--- config.mk ---
export PLATFORM = sky130hd
export DESIGN_NAME = isa_io_write_master
export DESIGN_NICKNAME = d
export VERILOG_FILES = /design/src/rtl/isa_bus_pkg.sv /design/src/rtl/isa_req_fifo.sv /design/src/rtl/isa_io_write_master.sv
export SDC_FILE = /design/constraint.sdc
export NUM_CORES = 1
export LEC_CHECK = 0
export ABC_AREA = 1
export BUFFER_PORTS_ARGS = -buffer_cell sky130_fd_sc_hd__buf_2
export CAP_MARGIN = 20
export CELL_PAD_IN_SITES_DETAIL_PLACEMENT = 1
export CELL_PAD_IN_SITES_GLOBAL_PLACEMENT = 1
export CORE_UTILIZATION = 46
export DETAILED_ROUTE_END_ITERATION = 6
export PLACE_DENSITY = 0.8
export SYNTH_ARGS = -nofsm -noshare
export SYNTH_HDL_FRONTEND = slang
export SYNTH_SLANG_ARGS = --single-unit
--- constraint.sdc ---
create_clock -name Clock -period 3.5 [get_ports Clock]
set_clock_uncertainty 0.1 [all_clocks]
set_input_delay 0 -clock Clock [delete_from_list [all_inputs] [get_ports Clock]]
set_output_delay 0 -clock Clock [all_outputs]
set_load 0.02 [all_outputs]
--- src/rtl/isa_bus_pkg.sv ---
// ---------------------------------------------------------------------------
// isa_bus_pkg
// Shared definitions for the ISA I/O write master and its request FIFO:
// bus widths, the port 80h POST-code address, the write-cycle FSM state
// enum, the packed request record and a helper for phase counter loads.
// ---------------------------------------------------------------------------
package isa_bus_pkg;

    localparam int ISA_ADDR_W = 20;
    localparam int ISA_DATA_W = 8;
    localparam int REQ_W      = ISA_ADDR_W + ISA_DATA_W;

    // Phase counter width; wide enough for any cycle-length parameter.
    localparam int CNT_W = 8;

    localparam logic [ISA_ADDR_W-1:0] Port80Addr = 20'h00080;

    typedef enum logic [2:0] {
        IDLE,
        ADDR,
        CMD,
        HOLD,
        RECOVER
    } isa_state_t;

    typedef struct packed {
        logic [ISA_ADDR_W-1:0] addr;
        logic [ISA_DATA_W-1:0] data;
    } isa_req_t;

    // A phase lasting N clocks counts down from N-1 to 0.
    function automatic logic [CNT_W-1:0] phase_load(input int cycles);
        return CNT_W'(cycles - 1);
    endfunction

endpackage

--- src/rtl/isa_req_fifo.sv ---
// ---------------------------------------------------------------------------
// isa_req_fifo
// Synchronous first-word-fall-through FIFO holding queued write requests.
// Depth must be a power of two so the pointers wrap naturally.
//   clock, reset : clock and synchronous active-high reset (flushes FIFO)
//   push, wdata  : write request; ignored when full
//   pop          : consume the head entry; ignored when empty
//   rdata        : current head entry (valid while !empty)
//   full, empty  : occupancy flags derived from the registered count
//   count        : number of stored entries
// ---------------------------------------------------------------------------
module isa_req_fifo
    import isa_bus_pkg::*;
#(
    parameter int Depth = 4,
    parameter int Width = REQ_W
) (
    input  logic                       clock,
    input  logic                       reset,
    input  logic                       push,
    input  logic [Width-1:0]           wdata,
    input  logic                       pop,
    output logic [Width-1:0]           rdata,
    output logic                       full,
    output logic                       empty,
    output logic [$clog2(Depth+1)-1:0] count
);

    localparam int PtrW   = $clog2(Depth);
    localparam int CountW = $clog2(Depth + 1);

    logic [Width-1:0]  mem [Depth];
    logic [PtrW-1:0]   rd_ptr;
    logic [PtrW-1:0]   wr_ptr;
    logic [CountW-1:0] count_q;
    logic              do_push;
    logic              do_pop;

    assign do_push = push && !full;
    assign do_pop  = pop && !empty;

    always_ff @(posedge clock) begin
        if (reset) begin
            rd_ptr  <= '0;
            wr_ptr  <= '0;
            count_q <= '0;
        end else begin
            if (do_push) begin
                wr_ptr <= wr_ptr + PtrW'(1);
            end
            if (do_pop) begin
                rd_ptr <= rd_ptr + PtrW'(1);
            end
            // A simultaneous push and pop leaves the occupancy unchanged.
            case ({do_push, do_pop})
                2'b10:   count_q <= count_q + CountW'(1);
                2'b01:   count_q <= count_q - CountW'(1);
                default: count_q <= count_q;
            endcase
        end
    end

    // Storage needs no reset: an entry is only read after it was written.
    always_ff @(posedge clock) begin
        if (do_push) begin
            mem[wr_ptr] <= wdata;
        end
    end

    assign rdata = mem[rd_ptr];
    assign full  = (count_q == CountW'(Depth));
    assign empty = (count_q == '0);
    assign count = count_q;

endmodule

--- src/rtl/isa_io_write_master.sv ---
// ---------------------------------------------------------------------------
// isa_io_write_master
// ISA 8-bit I/O write initiator. Queued (address, data) requests are turned
// into complete I/O write cycles: BALE pulse, SA/SD drive, IOW strobe, data
// hold and a recovery gap before the next cycle.
//   Clock, Reset    : clock and synchronous active-high reset
//   ReqValid/Ready  : request handshake; ReqReady is low while FIFO is full
//   ReqAddr/ReqData : I/O address and write data of the request
//   SA, SD, SDOe    : ISA address, data and data-buffer drive enable
//   BALE            : address latch enable, active high
//   IOW             : I/O write strobe, active low
//   AEN             : low while this master owns the bus cycle
//   SBHE            : tied high, only 8-bit transfers are issued
//   Busy            : a cycle is in progress or requests are queued
//   Done            : one-clock pulse as each cycle's recovery ends
// ---------------------------------------------------------------------------
module isa_io_write_master
    import isa_bus_pkg::*;
#(
    parameter int FifoDepth     = 4,
    parameter int BaleCycles    = 2,
    parameter int IowCycles     = 6,
    parameter int HoldCycles    = 1,
    parameter int RecoverCycles = 3
) (
    input  logic                  Clock,
    input  logic                  Reset,
    input  logic                  ReqValid,
    output logic                  ReqReady,
    input  logic [ISA_ADDR_W-1:0] ReqAddr,
    input  logic [ISA_DATA_W-1:0] ReqData,
    output logic [ISA_ADDR_W-1:0] SA,
    output logic [ISA_DATA_W-1:0] SD,
    output logic                  SDOe,
    output logic                  BALE,
    output logic                  IOW,
    output logic                  AEN,
    output logic                  SBHE,
    output logic                  Busy,
    output logic                  Done
);

    localparam int FifoCountW = $clog2(FifoDepth + 1);

    isa_state_t            state;
    isa_state_t            state_next;
    logic [CNT_W-1:0]      counter;
    logic [CNT_W-1:0]      counter_next;

    logic [REQ_W-1:0]      fifo_rdata;
    logic                  fifo_full;
    logic                  fifo_empty;
    logic [FifoCountW-1:0] fifo_count;
    isa_req_t              head;

    logic                  phase_end;
    logic                  start;

    logic [ISA_ADDR_W-1:0] sa_next;
    logic [ISA_DATA_W-1:0] sd_next;
    logic                  sdoe_next;
    logic                  bale_next;
    logic                  iow_next;
    logic                  aen_next;
    logic                  done_next;

    isa_req_fifo #(
        .Depth (FifoDepth),
        .Width (REQ_W)
    ) u_fifo (
        .clock (Clock),
        .reset (Reset),
        .push  (ReqValid),
        .wdata ({ReqAddr, ReqData}),
        .pop   (start),
        .rdata (fifo_rdata),
        .full  (fifo_full),
        .empty (fifo_empty),
        .count (fifo_count)
    );

    assign head      = isa_req_t'(fifo_rdata);
    assign phase_end = (counter == '0);

    // A new cycle starts from IDLE, or straight out of the last recovery
    // clock so back-to-back requests are spaced by exactly RecoverCycles
    // idle clocks rather than one extra IDLE clock.
    assign start = !fifo_empty && ((state == IDLE) || ((state == RECOVER) && phase_end));

    assign ReqReady = !fifo_full;
    assign Busy     = (state != IDLE) || (fifo_count != '0);
    assign SBHE     = 1'b1;

    // State, phase counter and all bus outputs are registered here.
    always_ff @(posedge Clock) begin
        if (Reset) begin
            state   <= IDLE;
            counter <= '0;
            SA      <= '0;
            SD      <= '0;
            SDOe    <= 1'b0;
            BALE    <= 1'b0;
            IOW     <= 1'b1;
            AEN     <= 1'b1;
            Done    <= 1'b0;
        end else begin
            state   <= state_next;
            counter <= counter_next;
            SA      <= sa_next;
            SD      <= sd_next;
            SDOe    <= sdoe_next;
            BALE    <= bale_next;
            IOW     <= iow_next;
            AEN     <= aen_next;
            Done    <= done_next;
        end
    end

    // Each phase counts down from its length minus one, then advances.
    always_comb begin
        state_next   = state;
        counter_next = counter;
        case (state)
            IDLE: begin
                if (start) begin
                    state_next   = ADDR;
                    counter_next = phase_load(BaleCycles);
                end
            end
            ADDR: begin
                if (phase_end) begin
                    state_next   = CMD;
                    counter_next = phase_load(IowCycles);
                end else begin
                    counter_next = counter - CNT_W'(1);
                end
            end
            CMD: begin
                if (phase_end) begin
                    state_next   = HOLD;
                    counter_next = phase_load(HoldCycles);
                end else begin
                    counter_next = counter - CNT_W'(1);
                end
            end
            HOLD: begin
                if (phase_end) begin
                    state_next   = RECOVER;
                    counter_next = phase_load(RecoverCycles);
                end else begin
                    counter_next = counter - CNT_W'(1);
                end
            end
            RECOVER: begin
                if (phase_end) begin
                    if (start) begin
                        state_next   = ADDR;
                        counter_next = phase_load(BaleCycles);
                    end else begin
                        state_next = IDLE;
                    end
                end else begin
                    counter_next = counter - CNT_W'(1);
                end
            end
            default: begin
                state_next   = IDLE;
                counter_next = '0;
            end
        endcase
    end

    // Bus signals change only at phase boundaries; SA and SD keep their
    // last values between cycles.
    always_comb begin
        sa_next   = SA;
        sd_next   = SD;
        sdoe_next = SDOe;
        bale_next = BALE;
        iow_next  = IOW;
        aen_next  = AEN;
        done_next = 1'b0;

        if (start) begin
            sa_next   = head.addr;
            sd_next   = head.data;
            sdoe_next = 1'b1;
            aen_next  = 1'b0;
            bale_next = 1'b1;
        end

        case (state)
            ADDR: begin
                if (phase_end) begin
                    bale_next = 1'b0;
                    iow_next  = 1'b0;
                end
            end
            CMD: begin
                if (phase_end) begin
                    iow_next = 1'b1;
                end
            end
            HOLD: begin
                if (phase_end) begin
                    sdoe_next = 1'b0;
                    aen_next  = 1'b1;
                end
            end
            RECOVER: begin
                if (phase_end) begin
                    done_next = 1'b1;
                end
            end
            default: begin
            end
        endcase
    end

endmodule

# After elaboration in Yosys (flattened, before gate mapping)
# Memories as Yosys holds them, arrays and structs flattened. A register that Yosys moved wholly into a read port is not among the register bits.
# Index checks and enable logic that the tools add are counted.
[word_totals]
reg_bits = 23
mem_bits_rw = 112
inputBits = 31
output_inout_bits = 36
elab_cells = 76
memories = 1
[memory_table]
columns = ["name", "words", "word_bits", "rd", "rd_ports_with_merged_regs", "wr", "line_no", "rtl"]
rows = [
  ["u_fifo.mem", 4, 28, 1, 1, 1, "isa_req_fifo.sv:32", "logic [Width-1:0] mem [Depth];"],
]
[classes]
n_addsub = 5
n_eq_ne = 12
n_mux = 29
bitwise = 1
reduce_logical = 18
[op_table]
columns = ["op", "count"]
rows = [
  ["2-to-1 mux 8 bit", 5],
  ["case mux 8 bit (5 select lines)", 1],
  ["2-to-1 mux 1 bit", 15],
  ["2-to-1 mux 3 bit", 5],
  ["case mux 3 bit (5 select lines)", 1],
  ["logical NOT 8 bit", 1],
  ["inequality test 2 bit (second input constant)", 4],
  ["subtractor 8 x 1 -> 8 bit (second input constant)", 1],
  ["equality test 3 x 2 -> 1 bit (second input constant)", 2],
  ["equality test 3 bit (second input constant)", 2],
  ["logical NOT 3 bit", 2],
  ["case mux 3 bit (2 select lines)", 1],
  ["nonzero test 3 bit", 2],
  ["AND reduction 5 bit", 1],
  ["adder 2 x 1 -> 2 bit (second input constant)", 2],
  ["logical AND 1 bit", 4],
  ["nonzero test 2 bit", 2],
  ["adder 3 x 1 -> 3 bit (second input constant)", 1],
  ["equality test 3 x 1 -> 1 bit (second input constant)", 1],
  ["AND reduction 3 bit", 1],
  ["subtractor 3 x 1 -> 3 bit (second input constant)", 1],
  ["equality test 2 x 1 -> 1 bit (second input constant)", 1],
  ["equality test 2 bit (second input constant)", 1],
  ["logical NOT 1 bit", 2],
  ["5 further kinds", 6],
]

# Depth between registers and ports, before layout
[logic_depth]
word_depth = 7
depth_mapped = 16
ltp_nobuf = 15

# Modules after synthesis
# From an unflattened synthesis, not the netlist that was laid out.
[hier_totals]
cells_unflattened = 594
area_unflattened_um2 = 6518.8
[modules_own_cells]
columns = ["mod", "instances", "cells_per_inst", "area_per_inst_um2", "seq_area_each_um2"]
rows = [
  ["isa_req_fifo", 1, 341, 4636.9, 3543.4],
  ["isa_io_write_master", 1, 253, 1881.8, 880.8],
]

# Worst setup path before layout
# OpenSTA, ideal clock, no wires.
[synth_path]
path_kind = "register to register"
start = "reg u_fifo.count_q[0] (netlist: u_fifo.count[0])"
end = "mem u_fifo.mem[0][0] (netlist bit) (enable)"
setup_time_ps = 413
t_arrival_ps = 2070
required_ps = 2987
setup_slack_ps = 917
stages_incl_launch_ff = 5
path_buffers = 0
period_less_slack_ps = 2583
path_cell_list = "dfxtp_1 -> inv_1 -> nand3_1 -> nand2_1 -> nor2_1"
[synth_via]
elab_chain_cells = 5
[synth_lines]
columns = ["item", "line_no", "rtl"]
rows = [
  ["from (decl)", "isa_req_fifo.sv:35", "logic [CountW-1:0] count_q;"],
  ["from (signal assigned)", "isa_req_fifo.sv:56", "2'b10: count_q <= count_q + CountW'(1);"],
  ["from (signal assigned)", "isa_req_fifo.sv:57", "2'b01: count_q <= count_q - CountW'(1);"],
  ["from (signal assigned)", "isa_req_fifo.sv:58", "default: count_q <= count_q;"],
  ["equality test 3 bit", "isa_req_fifo.sv:71", "assign full = (count_q == CountW'(Depth));"],
  ["logical NOT 1 bit", "n/a", ""],
  ["via ReqReady", "isa_io_write_master.sv:29", "output logic ReqReady,"],
  ["logical AND 1 bit", "isa_req_fifo.sv:39", "assign do_push = push && !full;"],
  ["2-to-1 mux 1 bit", "isa_req_fifo.sv:65", "if (do_push) begin"],
  ["2-to-1 mux 1 bit (not written as such)", "isa_req_fifo.sv:66", "mem[wr_ptr] <= wdata;"],
  ["to (decl)", "isa_req_fifo.sv:32", ""],
]
# The timed path passes the listed nets, and every way through them passes these cells.

# Worst setup path in the final report
[layout_path]
start = "reg counter[0]"
end = "reg u_fifo.count_q[2] (netlist: u_fifo.count[2])"
[layout_via]
elab_chain_cells = 7
elab_cells_between_ends = 9
classes_between = "2 x eq/ne; 1 x mux; 6 x reduce/logical"
[layout_lines]
columns = ["item", "line_no", "rtl"]
rows = [
  ["from (decl)", "isa_io_write_master.sv:47", "logic [CNT_W-1:0] counter;"],
  ["from (signal assigned)", "isa_io_write_master.sv:108", "counter <= counter_next;"],
  ["logical NOT 8 bit *", "isa_io_write_master.sv:83", "assign phase_end = (counter == '0);"],
  ["logical AND 1 bit *", "isa_io_write_master.sv:88", "assign start = !fifo_empty && ((state == IDLE) || ((state == RECOVER) && phase_end));"],
  ["logical OR 1 bit *", "isa_io_write_master.sv:88", ""],
  ["logical AND 1 bit *", "isa_io_write_master.sv:88", ""],
  ["logical AND 1 bit *", "isa_req_fifo.sv:40", "assign do_pop = pop && !empty;"],
  ["equality test 2 x 1 -> 1 bit or equality test 2 bit (tied branches)", "isa_req_fifo.sv:55", "case ({do_push, do_pop})"],
  ["case mux 3 bit (2 select lines) or nonzero test 2 bit (tied branches)", "n/a", ""],
]
# Mark *: on every way between the ends. The rest lies on a longest branch, timed or not.
# A chain may end at the register's enable or synchronous reset.

==> flow_summary.ini <==
[worst_hold_path]
hold_end = u_fifo.wr_ptr[1]
holdCritStartpoint = ReqValid
min_path_cells = 3
worstHoldPathType = in -> reg

[sta]
report.final.slew_viol_count = 0
finalCritPeriodShare = 0.806
hold_viol_final = 0
max-slew-margin-rel = 0.293
rsz0062_at_grt = false
setup-tns-final_ps = 0
max_freq_mhz = 355
setup_violations = 0
layout_min_cycle_time_ps = 2820
worst_pin_slew_ps = 1060

[logic_synthesis]
avgSynthCellArea_um2 = 11.0
async_reset_ff_frac = 0
synthCells = 589
synth_top_area_frac = 0.520
yosysSeqAreaShare = 0.677
yosys-top-cells-area = edfxtp_1, dfxtp_1, nor2_1, o21ai_0, o22ai_1
yosysMostFrequentCell = nor2_1
ys_top_cells_by_count = nor2_1, edfxtp_1, o21ai_0
ys_warn_count = 0
netlist_area_mm2 = 0.00647
synth_cell_types = 32
syn_nets = 627
synth_edf_count = 112
synth_area_leader_cell = edfxtp_1
synth_ff_type = edfxtp_1
ys_seq_elements = 163

[setup_path]
critical_path_class = reg -> reg
r2r_end = u_fifo.count[2]
endpoint_kind = register
critPathArrivalTime_ps = 3030
crit_required_ps = 3710
crit_start = counter[0]
startpoint_type = register
reg2reg_from = counter[0]
worst-r2r-setup-slack_ps = 680
path_max_fanout = 33
rr_worst_depth = 15

[die]
dieArea_mm2 = 0.0146
initial_core_util = 0.479
core_area_mm2 = 0.0135
fp.dieH_um = 121
ios = 67
fp.dieW_um = 121
rows = 42

[placed_design]
portBuffers = 65
gp_congestion = 0.829
place_hpwl_um = 9600

[cts]
clockBufferDepth = 2
cts_buffers = 17
clk_latency_ps = 420
path_clk_slew_ps = 60
htreeDepth = 4
cts_tree = yes
cts_sinks = 163
post_cts_buffers = 0
ctsRootBufferMaster = clkbuf_16

[pwr]
power_uw = 7540
power.internal_uw = 4510
p_leak_uw = 0.00300
pwr-share-seq = 0.357
p_comb_frac = 0.379
power.switching_uw = 3030
swShare = 0.402
vdd_ir_drop_max_mv = 0.466
powerDensity_mw_per_mm2 = 965
pwr-share-clk = 0.264

[job]
max-cap-violations = 0

[routing]
ant_nets = 0
first_pass_iters = 4
drc_errors = 0
wl_per_cell_um = 19.1
wirelength_um = 16600
dr.first_iter.drc_count = 296
viasPerCell = 5.41
num_vias = 4693

[final_layout]
nets = 717
syn_to_final_growth_pct = 20.7
diodes = 0
fillCellCount = 1435
drive_above_1_share = 0.179

[global_route]
grt_pass1_vias = 5102
grt_antenna_before_repair = 0
grt_overflow = 0
grt_pass1_wl_um = 26300
grt_usage = 0.244
grt_max_degree = 59

[status]
status = completed
## worst max path at each step
stage,end,slack [ps],cells after the start
after global routing,u_fifo.count[2],470,15
after floorplan,u_fifo.mem[0][0],920,4
final,u_fifo.count[2],680,15
after CTS,u_fifo.count[2],690,15
after detailed placement,u_fifo.count[2],720,15
after global placement,u_fifo.count[2],840,15
## power by group through the flow
stage	Clock, uW	Combinational [uW]	Sequential, uW
after floorplan	0	1890	2920
after detailed placement	0	2790	2720
after CTS	2020	2860	2690
after global placement	0	2650	2690
after global routing	2090	3150	2730
final	1990	2860	2690
## final cells by class
| class | instances | area (um^2) | share of cell area |
|---|---|---|---|
| clock buffers | 18 | 429 | 0.0549 |
| clock inverters | 14 | 201 | 0.0258 |
| inverters | 37 | 146 | 0.0187 |
| multi-input cells | 361 | 1780 | 0.228 |
| flip-flops and latches | 163 | 4390 | 0.561 |
| well taps | 176 | 220 | 0.0282 |
| repair buffers | 99 | 653 | 0.0836 |
## critical path: stages, from the launching register on
cell and delay, ps:
dfxtp_1 330, inv_1 80, ha_1 270, nand2_2 130, nor2_8 180, nand2_4 80
nand2_4 90, nand2_4 70, inv_8 210, ha_1 210, inv_1 80, fa_1 380
a21oi_1 150, o21ai_0 110, o21ai_0 170, a21oi_1 60
## timing repair
action | CTS | global route
hold buffers | 29 | 0
gates resized for setup | 0 | 0
endpoints found under the hold margin | 122 | 0
## kinds of logic (layout without fill, tap and decap cells)
| family | count (synthesis) | count (layout) | synth area share |
|---|---|---|---|
| flops | 163 | 163 | 0.677 |
| other cells | 1 | 1 | 0.000579 |
| xor+xnor | 2 | 2 | 0.00271 |
| compound gates | 150 | 150 | 0.123 |
| buf+inv | 65 | 168 | 0.0528 |
| fa+ha+maj | 7 | 7 | 0.0147 |
| simple gates | 201 | 201 | 0.129 |
## per-layer routing
metal / routed length (um) / global-route usage / vias up / share of wire
li1: - / - / 2227 / -
met1: 6810 / 0.282 / 2306 / 0.41
met2: 8790 / 0.440 / 137 / 0.53
met3: 736 / 0.0486 / 23 / 0.044
met4: 282 / 0.0988 / 0 / 0.017
met5: 0 / 0 / - / 0
## metrics by stage
stage	std cells	hold slack (ps)	utilization	worst slack, ps	area (um^2)
2_1_floorplan	589	-1.13	-	917	6470
3_5_place_dp	807	117	0.510	717	6890
5_1_grt	868	158	0.579	466	7810
6_report	868	134	0.579	681	7810
4_1_cts	868	129	0.579	689	7810
3_3_place_gp	807	110	0.510	841	6890
## layout by cell type, fill, tap and decap left out, drive strengths merged, types with 2 or more instances in the layout
cell,synthesis,layout
dfxtp,51,51
ha,6,6
o21ai,100,100
buf,14,70
nand3,14,14
nor2,146,146
bufinv,0,4
clkbuf,14,18
a21oi,18,18
clkinv,0,5
nand2,39,39
o22ai,28,28
dlygate4sd3,0,29
xor2,2,2
inv,37,41
edfxtp,112,112
## flip-flops by register name, indices dropped and copies added, names as in the netlist, 2 cells and up
name / count
SD: 8
u_fifo.mem: 112
counter: 8
u_fifo.rd_ptr: 2
state: 3
u_fifo.count: 3
u_fifo.wr_ptr: 2
SA: 20
Note: power is estimated with default switching activity, not from simulation.
